$ cat src/rtl/hazard_pkg.sv
// -----------------------------------------------------------------------------
// hazard_pkg
// Shared definitions for the pipeline hazard scheduler of the 5-stage MIPS core.
//   state_t      : scheduler FSM states (RUN, MUL_WAIT)
//   PCSRC_*      : PCSrc encodings produced by ID decode for j/jal and jr
//   OP_MUL/FN_MUL: opcode/funct of `mul`, used by the decoder driving ex_is_mul
//   REG_ZERO     : hard-wired zero register, never a load-use source
// -----------------------------------------------------------------------------
package hazard_pkg;

    typedef enum logic {
        RUN      = 1'b0,
        MUL_WAIT = 1'b1
    } state_t;

    localparam logic [1:0] PCSRC_J  = 2'b01;
    localparam logic [1:0] PCSRC_JR = 2'b10;

    localparam logic [5:0] OP_MUL = 6'h1c;
    localparam logic [5:0] FN_MUL = 6'h02;

    localparam logic [4:0] REG_ZERO = 5'd0;

endpackage

$ cat src/rtl/hazard_loaduse_cmp.sv
// -----------------------------------------------------------------------------
// hazard_loaduse_cmp
// Purely combinational load-use detector: flags when the lw currently in EX
// writes a register that the instruction in ID reads.
// Ports:
//   id_rs, id_rt         in  source register fields of the ID instruction
//   id_uses_rs/rt        in  ID instruction actually reads rs/rt
//   ex_mem_read          in  EX instruction is a load
//   ex_rt                in  destination of the load in EX
//   hazard               out load-use hazard present
// -----------------------------------------------------------------------------
module hazard_loaduse_cmp
    import hazard_pkg::*;
(
    input  logic [4:0] id_rs,
    input  logic [4:0] id_rt,
    input  logic       id_uses_rs,
    input  logic       id_uses_rt,
    input  logic       ex_mem_read,
    input  logic [4:0] ex_rt,
    output logic       hazard
);

    logic rs_hit;
    logic rt_hit;

    assign rs_hit = id_uses_rs && (id_rs == ex_rt);
    assign rt_hit = id_uses_rt && (id_rt == ex_rt);

    // $0 is hard-wired to zero, so a load targeting it never produces data.
    assign hazard = ex_mem_read && (ex_rt != REG_ZERO) && (rs_hit || rt_hit);

endmodule

$ cat src/rtl/hazard_sched.sv
// -----------------------------------------------------------------------------
// hazard_sched
// Pipeline hazard scheduler for the 5-stage MIPS core. Sits beside ID and
// drives the PC / IF/ID / ID/EX enables and flushes to resolve load-use
// stalls, jump/branch flushes and multi-cycle mul occupancy of the EX ALU.
//
// Optional feature macro: HAZARD_STALL_CNT_EN
//   defined   -> stall_cnt port counts cycles with pc_write==0 (saturating)
//   undefined -> no stall_cnt port or register
//
// Parameters:
//   MUL_LATENCY  total EX cycles taken by mul (1..15)
//   CNT_W        width of stall_cnt
// Ports:
//   clk, reset (async, active-low)
//   id_rs, id_rt, id_uses_rs, id_uses_rt, id_pcsrc   ID decode fields
//   ex_mem_read, ex_rt, ex_is_mul, ex_branch_taken   EX status
//   pc_write, if_id_write, if_id_flush, id_ex_write, id_ex_flush  pipeline ctl
//   mul_busy                                          FSM in MUL_WAIT
//   stall_cnt                                         only with the macro
// -----------------------------------------------------------------------------
module hazard_sched
    import hazard_pkg::*;
#(
    parameter int MUL_LATENCY = 4,
    parameter int CNT_W       = 16
) (
    input  logic       clk,
    input  logic       reset,
    input  logic [4:0] id_rs,
    input  logic [4:0] id_rt,
    input  logic       id_uses_rs,
    input  logic       id_uses_rt,
    input  logic [1:0] id_pcsrc,
    input  logic       ex_mem_read,
    input  logic [4:0] ex_rt,
    input  logic       ex_is_mul,
    input  logic       ex_branch_taken,
    output logic       pc_write,
    output logic       if_id_write,
    output logic       if_id_flush,
    output logic       id_ex_write,
    output logic       id_ex_flush,
    output logic       mul_busy
`ifdef HAZARD_STALL_CNT_EN
    ,
    output logic [CNT_W-1:0] stall_cnt
`endif
);

    localparam int MC_W       = $clog2(MUL_LATENCY + 1);
    localparam int MUL_LOAD_I = (MUL_LATENCY >= 2) ? (MUL_LATENCY - 2) : 0;
    localparam logic [MC_W-1:0] MUL_LOAD = MUL_LOAD_I[MC_W-1:0];

    state_t          state_q,    state_d;
    logic [MC_W-1:0] mul_cnt_q,  mul_cnt_d;
    logic            mul_done_q, mul_done_d;

    logic lu_hazard;
    logic mul_start;

    hazard_loaduse_cmp u_cmp (
        .id_rs       (id_rs),
        .id_rt       (id_rt),
        .id_uses_rs  (id_uses_rs),
        .id_uses_rt  (id_uses_rt),
        .ex_mem_read (ex_mem_read),
        .ex_rt       (ex_rt),
        .hazard      (lu_hazard)
    );

    // A single-cycle mul needs no freeze. mul_done masks the same mul for the
    // one RUN cycle that follows its freeze, while it is still visible in EX.
    assign mul_start = ex_is_mul && !mul_done_q && (MUL_LATENCY > 1);

    always_comb begin
        state_d     = state_q;
        mul_cnt_d   = mul_cnt_q;
        mul_done_d  = 1'b0;
        pc_write    = 1'b1;
        if_id_write = 1'b1;
        id_ex_write = 1'b1;
        if_id_flush = 1'b0;
        id_ex_flush = 1'b0;
        mul_busy    = 1'b0;

        unique case (state_q)
            RUN: begin
                if (mul_start) begin
                    // First freeze cycle happens here in RUN; load-use and
                    // jump are suppressed, branch cannot coexist with mul.
                    pc_write    = 1'b0;
                    if_id_write = 1'b0;
                    id_ex_write = 1'b0;
                    if (MUL_LATENCY > 2) begin
                        state_d   = MUL_WAIT;
                        mul_cnt_d = MUL_LOAD;
                    end else begin
                        // Latency 2: the RUN cycle alone is the whole freeze.
                        mul_done_d = 1'b1;
                    end
                end else if (ex_branch_taken) begin
                    if_id_flush = 1'b1;
                    id_ex_flush = 1'b1;
                end else if (lu_hazard) begin
                    pc_write    = 1'b0;
                    if_id_write = 1'b0;
                    id_ex_flush = 1'b1;
                end else if (id_pcsrc != 2'b00) begin
                    if_id_flush = 1'b1;
                end
            end
            MUL_WAIT: begin
                pc_write    = 1'b0;
                if_id_write = 1'b0;
                id_ex_write = 1'b0;
                mul_busy    = 1'b1;
                mul_cnt_d   = mul_cnt_q - MC_W'(1);
                // The counter is loaded with LATENCY-2 and MUL_WAIT lasts
                // that many cycles; leave as the count reaches zero so the
                // whole freeze (RUN cycle + MUL_WAIT) is LATENCY-1 cycles.
                if (mul_cnt_q <= MC_W'(1)) begin
                    state_d    = RUN;
                    mul_cnt_d  = '0;
                    mul_done_d = 1'b1;
                end
            end
            default: begin
                state_d   = RUN;
                mul_cnt_d = '0;
            end
        endcase

        // Asynchronous reset also forces the outputs, even while EX still
        // shows a mul or a hazard.
        if (!reset) begin
            pc_write    = 1'b1;
            if_id_write = 1'b1;
            id_ex_write = 1'b1;
            if_id_flush = 1'b0;
            id_ex_flush = 1'b0;
            mul_busy    = 1'b0;
        end
    end

    always_ff @(posedge clk or negedge reset) begin
        if (!reset) begin
            state_q    <= RUN;
            mul_cnt_q  <= '0;
            mul_done_q <= 1'b0;
        end else begin
            state_q    <= state_d;
            mul_cnt_q  <= mul_cnt_d;
            mul_done_q <= mul_done_d;
        end
    end

`ifdef HAZARD_STALL_CNT_EN
    logic [CNT_W-1:0] stall_cnt_q, stall_cnt_d;

    always_comb begin
        stall_cnt_d = stall_cnt_q;
        if (!pc_write && (stall_cnt_q != {CNT_W{1'b1}})) begin
            stall_cnt_d = stall_cnt_q + CNT_W'(1);
        end
    end

    always_ff @(posedge clk or negedge reset) begin
        if (!reset) begin
            stall_cnt_q <= '0;
        end else begin
            stall_cnt_q <= stall_cnt_d;
        end
    end

    assign stall_cnt = stall_cnt_q;
`endif

endmodule

$ cat config.mk
export PLATFORM = sky130hd
export DESIGN_NAME = hazard_sched
export DESIGN_NICKNAME = d
export VERILOG_FILES = /design/src/rtl/hazard_pkg.sv /design/src/rtl/hazard_loaduse_cmp.sv /design/src/rtl/hazard_sched.sv
export SDC_FILE = /design/constraint.sdc
export NUM_CORES = 1
export LEC_CHECK = 0
export BUFFER_PORTS_ARGS = -buffer_cell sky130_fd_sc_hd__buf_2
export CAP_MARGIN = 20
export CORE_AREA = 2 2 39 41
export DETAILED_ROUTE_END_ITERATION = 12
export DIE_AREA = 0 0 41 43
export REMOVE_ABC_BUFFERS = 1
export SLEW_MARGIN = 20
export SYNTH_ARGS = -nofsm -noshare
export SYNTH_HDL_FRONTEND = slang
export SYNTH_SLANG_ARGS = --single-unit
$ cat constraint.sdc
create_clock -name clk -period 2.3 [get_ports clk]
set_clock_uncertainty 0.1 [all_clocks]
set_input_delay 0.46 -clock clk [delete_from_list [all_inputs] [get_ports clk]]
set_output_delay 0.46 -clock clk [all_outputs]
set_load 0.01 [all_outputs]
==> results of run 1 <==
## stage by stage
step | cell area, um^2 | power (mW)
after detailed placement | 584 | 0.406
after global routing | 657 | 0.577
after global placement | 584 | 0.398
after floorplan | 412 | 0.314
after CTS | 624 | 0.512
final | 657 | 0.514
## sequential cells by signal (all words and copies together), names as in the netlist
signal      cells
state_q         1
mul_done_q      1
mul_cnt_q       3
## routing by layer
layer	global-route usage (%)	vias up	wire length, um	share of wire [%]
met5	0	-	0	0
met4	3.33	0	12	1.1
met3	7.85	2	69	6.5
met2	20.6	15	548	51
met1	17.3	210	439	41
li1	-	240	-	-
## worst max path at each step
| stage | slack [ns] | from | cells after the start | to |
|---|---|---|---|---|
| floorplan | 0.18 | ex_rt[1] | 4 | if_id_write |
| global placement | -0.009 | ex_rt[3] | 7 | id_ex_flush |
| detailed placement | -0.01 | ex_rt[3] | 7 | if_id_write |
| CTS | 0.03 | ex_rt[3] | 7 | if_id_write |
| global route | -0.009 | ex_rt[4] | 6 | pc_write |
| finish | 0.06 | ex_rt[1] | 7 | id_ex_flush |
## repair_timing
item	4_1_cts	5_1_grt
resized for setup	1	10
hold buffers	1	0
hold endpoints to repair	5	0
endpoints found under the setup margin	3	4
pin swaps	0	4
## power groups by stage
stage | logic [mW] | clock network, mW | registers (mW)
finish | 0.255 | 0.101 | 0.158
global route | 0.296 | 0.119 | 0.162
CTS | 0.249 | 0.105 | 0.158
detailed placement | 0.247 | 0 | 0.159
global placement | 0.242 | 0 | 0.157
floorplan | 0.164 | 0 | 0.150
## layout by cell type, fill, tap and decap left out, drive strengths merged, types with 2 or more instances in the layout
cell / n
a21oi: 5
and2: 2
buf: 30
clkbuf: 4
dfrtp: 5
ha: 2
inv: 5
nand3: 2
nor2: 2
nor2b: 2
nor4: 2
o21ai: 5
xnor2: 2
xor2: 8
## kinds of logic after synthesis
family | synth area share [%]
simple gates | 17.3
buf+inv | 6.27
fa+ha+maj | 5.97
flops | 29.9
xor+xnor | 20.9
compound gates | 19.7
## worst max-delay path, stage by stage
cell     delay (ns)
buf_2          0.13
xor2_1         0.17
nor4_2         0.32
nand3_1        0.14
a21oi_2        0.20
o211a_1        0.15
buf_2          0.12
## cell type report
type	count	share of cell area, %
inverter	5	2.86
clock buffer	4	4.00
multi-input combinational	39	43.4
sequential	5	19.0
tap	16	3.05
timing repair buffer	31	27.6
==> summary.md, run 1 <==
| Metric | Value |
|---|---|
| Ys flop type | dfrtp_1 |
| Largest net degree at the start of global routing | 11 |
| GPL Wtd Cong | 0.820 |
| Synth warn | 0 |
| Combinational share of power | 49.7% |
| Mean number of vias per cell | 4.67 |
| Min-delay worst type | register to register |
| Clk sinks | 5 |
| Most frequent cell after synthesis | xor2_1 |
| Crit path launch type | primary input |
| Share of layout cells above drive strength 1 | 44.0% |
| Pwr Density | 782 nW/um^2 |
| Clock Root Buffer | clkbuf_4 |
| Unrepaired setup endpoints after global routing | yes |
| Antenna cells | 0 |
| Worst skew pair latency | around 0.24 ns |
| Peak supply drop | 0.000488 V |
| Worst hold slack | 0.453 ns |
| Setup violators final | 0 |
| Initial core utilization | 30.3% |
| Setup CP Type | primary input to output port |
| Number of max-cap violations | 0 |
| Shortest period the worst path allows | 2.24 ns |
| Synth top area cells | dfrtp_1 (30%), xor2_1 (17%), a21oi_1 (6.0%) |
| Initial antenna violation count | 0 |
| HPWL Detailed | 854 um |
| Drt drc | 0 |
| Hold Fails Final Rpt | 0 |
| CP endpoint kind | output port |
| Fill cells | 139 |
| Gr ovfl total | 0 |
| Async S/R FF share, synth | 100% |
| Sequential cell area | 125 um^2 |
| Area of the multi-input gates | 285 um^2 |
| Post-Synthesis Cells | 50 |
| Yosys reg bits | 5 |
| Die ar. | 1760 um^2 |
| IO buf count | 29 |
| Hold depth | 1 |
| Most instantiated cells after synthesis | xor2_1 (8), a21oi_1 (5), dfrtp_1 (5), inv_1 (5), o21ai_0 (4) |
| Vias | about 470 |
| Setup WS pre-CTS | -0.0132 ns |
| Sequential Power Share | 30.7% |
| Total GRT Usage | 14.0% |
| Setup bufs post-CTS | 0 |
| Hold Crit Endpoint | mul_cnt_q[0] |
| CTS H-tree lvls | 1 |
| Die H | 43 um |
| TritonRoute pass-1 iters | 3 |
| CP Max Fanout | 3 |
| Vias in the first global route | 436 |
| Hold Crit Start | mul_cnt_q[0] |
| Status | complete, no violations |
| P_int | 0.316 mW |
| Core ar. | 1380 um^2 |
| Maximum number of buffers from clock root to sink | 2 |
| R2r setup slk | 1.02 ns |
| Number of synthesized flops with an enable pin | 0 |
| Max Transition Viols Final | 0 |
| Unique masters post-synth | 21 |
| Static leakage | 0.337 nW |
| Post-placement cell count | 95 |
| CTS tree | yes |
| Final Non-Filler Cells | 100 |
| Post-Route WL | 1.07 mm |
| Clk slew on worst S/H paths | around 0.040 ns |
| Rows | 14 |
| Die X | 41 um |
| # IOs | 30 |
| Switching share of power | about two fifths |
| Setup TNS | 0 ns |
| First-pass GRT wire length | approximately 1.7 mm |
| Worst flop-to-flop path startpoint | mul_cnt_q[0] |
| Final period util | 97.6% |
| Slew @ Worst Pin | around 0.29 ns |
| Clock share of power | 19.6% |
| Critical Path AT | 1.68 ns |
| Seq/Total Area, Yosys | 29.9% |
| Synthesis-to-finish area growth | 56.7% |
| Synth Area per Inst | 8.38 um^2 |
| CP required | ~1.7 ns |
| Setup ws final | 0.0551 ns |
| Area share of the largest cell type after synthesis | between 20% and 30% |
| Dominant cell type by area after synthesis | dfrtp_1 |
| Achievable Freq | 0.445 GHz |
| Slew HR | 80.3% |
| Sw power | approximately 0.20 mW |
| CTS Buf Count | 3 |
| Nets | 111 |
| Post-route ant nets | 0 |
| Reg2Reg Capture Point | mul_cnt_q[1] |
| Drt wl/cell | 10.7 um |
| Fin util | between 40% and 50% |
| DR iter-0 viols | 2 |
| Cell Area, Synth | 419 um^2 |
| R2R cell count | 5 |
Note: power is estimated with default switching activity, not from simulation.
==> run 2: changes to the inputs <==
- ABC_AREA: unset -> 1
- PLACE_DENSITY: unset -> 0.73
==> summary.md, run 2 <==
| Metric | Value |
|---|---|
| IO buf count | 29 |
| DR iter-0 viols | 11 |
| CTS H-tree lvls | 1 |
| Clk slew on worst S/H paths | 0.04 ns |
| Most frequent cell after synthesis | nand2_1 |
| Static leakage | 0.484 nW |
| Setup ws final | 0.149 ns |
| Unrepaired setup endpoints after global routing | no |
| Setup TNS | 0 ns |
| Number of max-cap violations | 0 |
| First-pass GRT wire length | 1.83 mm |
| Synth warn | 0 |
| Die X | 41 um |
| Total GRT Usage | between 10 and 15% |
| Largest register FFs | 3 |
| CP Max Fanout | 9 |
| Pwr Density | between 700 and 800 nW/um^2 |
| Status | complete, no violations |
| Post-route design area | around 720 um^2 |
| Top delay family on crit path | buffers and inverters |
| Hold Crit Start | mul_cnt_q[0] |
| Die H | 43 um |
| Seq/Total Area, Yosys | 23.8% |
| Cell Area, Placed | between 600 and 700 um^2 |
| Die ar. | 1760 um^2 |
| Ys flop type | dfrtp_1 |
| Shortest period the worst path allows | 2.15 ns |
| Async S/R FF share, synth | 100% |
| HPWL Detailed | 994 um |
| Vias | 631 |
| Clock Root Buffer | clkbuf_4 |
| Unique masters post-synth | 19 |
| Total power | 0.524 mW |
| Setup CP Type | primary input to output port |
| R2R cell count | 4 |
| Hold Crit Endpoint | mul_cnt_q[0] |
| Post-Route WL | 1.14 mm |
| Slew @ Worst Pin | between 0.2 and 0.25 ns |
| Vias in the first global route | just over 500 |
| Mean number of vias per cell | ~4.4 |
| Largest net degree at the start of global routing | 10 |
| Setup WS pre-CTS | 0.428 ns |
| Gr ovfl total | 0 |
| CP cell instances | dlygate4sd3_1 -> clkbuf_4 -> nand2_1 -> nor2_1 -> o21ai_2 -> inv_1 -> buf_2 |
| Largest stage delay, worst path | about 0.52 ns |
| CP required | 1.74 ns |
| Synth Area per Inst | 5.47 um^2 |
| WP buf/inv | 4 |
| Min-delay worst type | register to register |
| Worst skew pair latency | 0.25 ns |
| Hold Fails Final Rpt | 0 |
| Antenna cells | 0 |
| Synth top area cells | nand2_1 (25%), dfrtp_1 (24%), inv_1 (14%) |
| Rows | 14 |
| Clk sinks | 5 |
| Peak supply drop | between 0.0004 and 0.0005 V |
| Commonest cells after routing, fill and taps aside | nand2_1 (35), buf_2 (28), inv_1 (19) |
| CTS Buf Count | 3 |
| Worst hold slack | 0.462 ns |
| Slew HR | 85.7% |
| Commonest non-fill, non-tap cell in the layout | nand2_1 |
| Setup violators final | 0 |
| Share of layout cells above drive strength 1 | 31.8% |
| Yosys reg bits | 5 |
| Fill cells | about 150 |
| Largest Register | mul_cnt_q |
| CP endpoint kind | output port |
| Max Transition Viols Final | 0 |
| Final period util | 93.5% |
| Synthesis-to-finish area growth | 37.4% |
| Cell Area, Synth | between 500 and 600 um^2 |
| Core ar. | 1380 um^2 |
| TritonRoute pass-1 iters | 4 |
| Area share of the largest cell type after synthesis | 25.0% |
| Post-route ant nets | 0 |
| R2r setup slk | 1.02 ns |
| Achievable Freq | 0.465 GHz |
| Initial core utilization | 38.0% |
| Critical Path AT | ~1.6 ns |
| Number of synthesized flops with an enable pin | 0 |
| Drt wl/cell | 7.88 um |
| Crit path launch type | primary input |
| Drt drc | 0 |
| Reg2Reg Capture Point | mul_cnt_q[1] |
| Hold depth | 1 |
| Worst flop-to-flop path startpoint | mul_cnt_q[0] |
| Maximum number of buffers from clock root to sink | 2 |
| Most instantiated cells after synthesis | nand2_1 (35), inv_1 (19), nor2_1 (13) |
| GPL Wtd Cong | ~0.8 |
| Post-Synthesis Cells | 96 |
| Dominant cell type by area after synthesis | nand2_1 |
| # IOs | 30 |
| CTS tree | yes |
| Largest regs | mul_cnt_q: 3 flops, mul_done_q: 1 flops, state_q: 1 flops |
| Initial antenna violation count | 0 |
| Nets | 156 |
| Critical path's slowest cell | dlygate4sd3_1 |
[run 2: cell count changes in the layout (fill, tap and decap cells not counted), moves of 3 or more]
cell	change
nor2_1	+11
inv_2	+5
inv_1	+14
a21oi_1	-3
nand2_1	+34
xor2_1	-8
[run 2: what timing repair did]
| item | in CTS | in global routing |
|---|---|---|
| hold buffers | 1 | 0 |
| gates resized for setup | 0 | 1 |
| buffers inserted | 0 | 0 |
| setup endpoints to repair | 0 | 1 |
| endpoints found under the hold margin | 5 | 0 |
[run 2: how the worst max path moves through the flow]
stage / from / endpoint / depth (start not counted)
2_1_floorplan: ex_rt[1] / id_ex_flush / 8
3_3_place_gp: ex_rt[1] / if_id_write / 11
3_5_place_dp: ex_rt[1] / if_id_flush / 11
4_1_cts: reset / if_id_flush / 7
5_1_grt: reset / if_id_flush / 7
6_report: reset / if_id_flush / 7
[run 2: area by class of cell]
cell class	count	area [um^2]	share of cell area, %
clock buffers	4	26.3	3.64
inverters	24	90.1	12.5
multi-input cells	66	303	41.9
flip-flops and latches	5	125	17.3
well taps	16	20.0	2.77
repair buffers	30	158	21.8
[run 2: metrics by stage]
step | instances | utilization (%)
2_1_floorplan | 95 | -
3_3_place_gp | 140 | 49.4
3_5_place_dp | 140 | 49.4
4_1_cts | 145 | 52.0
5_1_grt | 145 | 52.2
6_report | 145 | 52.2
[run 2: worst register-to-register path, delay by kind of cell (launching register included)]
family,cells,cell delay [ns]
and+or+nand+nor,1,0.09
adders and majority gates,1,0.21
AOI/OAI and AO/OA,2,0.37
DFF,1,0.41
[run 2: cells by family after synthesis]
logic type | after synthesis | synth area share, %
AND/OR/NAND/NOR | 56 | 42.9
buffers and inverters | 25 | 18.6
XOR/XNOR | 1 | 1.67
adder cells (fa/ha/maj) | 2 | 4.76
flip-flops | 5 | 23.8
AO/OA/AOI/OAI | 7 | 8.33
[run 2: where the power goes]
| group | total, mW | switching, mW | leakage [nW] | internal (mW) |
|---|---|---|---|---|
| clock network | 0.105 | 0.0390 | 0.0150 | 0.0658 |
| registers | 0.163 | 0.0334 | 0.0617 | 0.130 |
| logic | 0.256 | 0.143 | 0.407 | 0.114 |
[run 2: routing by layer]
layer / vias to the layer above / share of wire (%) / wire, um / track usage (%)
met5: - / 0 / 0 / 0
met4: 0 / 1.7 / 19 / 7.33
met3: 2 / 4.8 / 55 / 1.57
met2: 16 / 47 / 542 / 22.5
met1: 266 / 46 / 524 / 20.1
li1: 347 / - / - / -
==> run 3: changes to the inputs <==
- ABC_AREA: 1 -> unset
- PLACE_DENSITY: 0.73 -> unset
- TNS_END_PERCENT: unset -> 50
- clock period: 2.3 -> 2.8 ns (I/O delays scaled with it)
==> summary.md, run 3 (synthesis results as in run 1) <==
| Metric | Value |
|---|---|
| Status | complete, no violations |
| Core ar. | approximately 1400 um^2 |
| CP cell instances | buf_2 -> xor2_1 -> nor4_1 -> nand3_1 -> a21oi_1 -> o211a_1 -> buf_2 |
| Drt wl/cell | 10.1 um |
| Critical Path AT | 1.83 ns |
| Largest stage delay, worst path | between 0.3 and 0.4 ns |
| Pwr Density | 675 nW/um^2 |
| Mean number of vias per cell | 4.66 |
| Maximum number of buffers from clock root to sink | 2 |
| Final Non-Filler Cells | slightly below 100 |
| Critical path's slowest cell | nor4_1 |
| Setup CP Type | primary input to output port |
| Sw power | 0.157 mW |
| Setup TNS | 0 ns |
| Shortest period the worst path allows | 2.49 ns |
| Post-cts sizing count | 0 |
| Die H | 43 um |
| First-pass GRT wire length | approximately 1.6 mm |
| Fill cells | 141 |
| Clk sinks | 5 |
| Achievable Freq | about 0.40 GHz |
| Worst hold slack | 0.0479 ns |
| Static leakage | about 0.32 nW |
| CP Max Fanout | 3 |
| P_int | between 0.2 and 0.3 mW |
| Commonest non-fill, non-tap cell in the layout | buf_2 |
| CTS tree | yes |
| Switching share of power | about two fifths |
| Rows | 14 |
| Min-delay worst type | primary input to async pin |
| # IOs | 30 |
| CTS H-tree lvls | 1 |
| Slew HR | 78.9% |
| Post-Route WL | ~1000 um |
| Gr ovfl total | 0 |
| DR iter-0 viols | 6 |
| Combinational share of power | 48.4% |
| Share of layout cells above drive strength 1 | roughly two fifths |
| Hold Fails Final Rpt | 0 |
| Unrepaired setup endpoints after global routing | no |
| Post-route ant nets | 0 |
| Slew @ Worst Pin | 0.313 ns |
| Number of max-cap violations | 0 |
| Nets | between 100 and 150 |
| Area of the multi-input gates | 268 um^2 |
| CP dominant cell by count | buf_2 |
| Final period util | approximately nine tenths |
| HPWL Detailed | 879 um |
| Cts hold-fix bufs | 0 |
| Total GRT Usage | 13.2% |
| Sequential cell area | 125 um^2 |
| CP required | 2.14 ns |
| Antenna cells | 0 |
| Clock Root Buffer | clkbuf_4 |
| Total power | 0.412 mW |
| Clk slew on worst S/H paths | 0.05 ns |
| Setup bufs post-CTS | 0 |
| Peak supply drop | 0.000245 V |
| Synthesis-to-finish area growth | 45.7% |
| Max Transition Viols Final | 0 |
| Largest Register | mul_cnt_q |
| CP endpoint kind | output port |
| Clock share of power | 20.4% |
| Commonest cells after routing, fill and taps aside | buf_2 (29), xor2_1 (8), a21oi_1 (5), inv_1 (5), dfrtp_1 (5) |
| IO buf count | 29 |
| Worst skew pair latency | 0.24 ns |
| Largest register FFs | 3 |
| Initial core utilization | 30.3% |
| Drt drc | 0 |
| Post-placement cell count | 95 |
| Vias in the first global route | 436 |
| Vias | approximately 460 |
| Setup violators final | 0 |
| Crit path launch type | primary input |
| Largest regs | mul_cnt_q: 3 flops, mul_done_q: 1 flops, state_q: 1 flops |
| Largest net degree at the start of global routing | 11 |
| GPL Wtd Cong | 0.817 |
| CTS Buf Count | 3 |
| Sequential Power Share | 31.2% |
| Die ar. | 1760 um^2 |
| Die X | around 40 um |
| TritonRoute pass-1 iters | 4 |
| Initial antenna violation count | 0 |
-- run 3: changes by cell type in the layout (fill, tap and decap cells not counted), sizes merged, moves of 2 or more --
cell,change
a21oi,+4
and2,+2
buf,+2
inv,-19
nand2,-36
nor2,-12
nor2b,+2
nor4,+2
xor2,+8
-- run 3: per-layer routing --
metal	GRT usage (%)	part of all wire [%]	vias up
li1	-	-	241
met1	16.9	45	206
met2	20.0	48	12
met3	1.57	4.2	2
met4	8.00	1.9	0
met5	0	0	-
-- run 3: power groups by stage --
stage                     clock, mW  sequential [mW]  combinational [mW]
after floorplan                   0            0.123               0.135
after global placement            0            0.128               0.200
after detailed placement          0            0.129               0.203
after CTS                    0.0866            0.129               0.203
after global routing         0.0889            0.134               0.232
final                        0.0840            0.128               0.200
-- run 3: area by class of cell --
type                    count  share of cell area, %
well taps                  16                   3.28
multi-input cells          39                   43.9
inverters                   5                   3.07
repair buffers             30                   25.0
flip-flops and latches      5                   20.5
clock buffers               4                   4.30
-- run 3: critical path, delay by kind of cell --
family	cells	cell delay (ns)
AOI/OAI and AO/OA	2	0.42
xor gates and xnor gates	1	0.16
buffers and inverters	2	0.24
and+or+nand+nor	2	0.45
-- run 3: through the flow --
step                util, %  instance area [um^2]  setup WS [ns]
floorplan                 -                   412          0.478
global placement       42.2                   584          0.280
detailed placement     42.2                   584          0.317
CTS                    44.1                   611          0.306
global route           44.1                   611          0.229
finish                 44.1                   611          0.307
-- run 3: final timing paths --
kind / from / end / depth (start not counted) / slack, ns
setup reg to reg: mul_cnt_q[0] / mul_cnt_q[1] / 5 / 1.53
max in group asynchronous: reset / mul_done_q / 1 / 2.38
min in group clk: mul_cnt_q[0] / mul_cnt_q[0] / 1 / 0.42
hold / removal: reset / mul_cnt_q[0] / 1 / 0.05
hold reg to reg: mul_cnt_q[0] / mul_cnt_q[0] / 1 / 0.42
setup / recovery: ex_rt[3] / id_ex_flush / 7 / 0.31
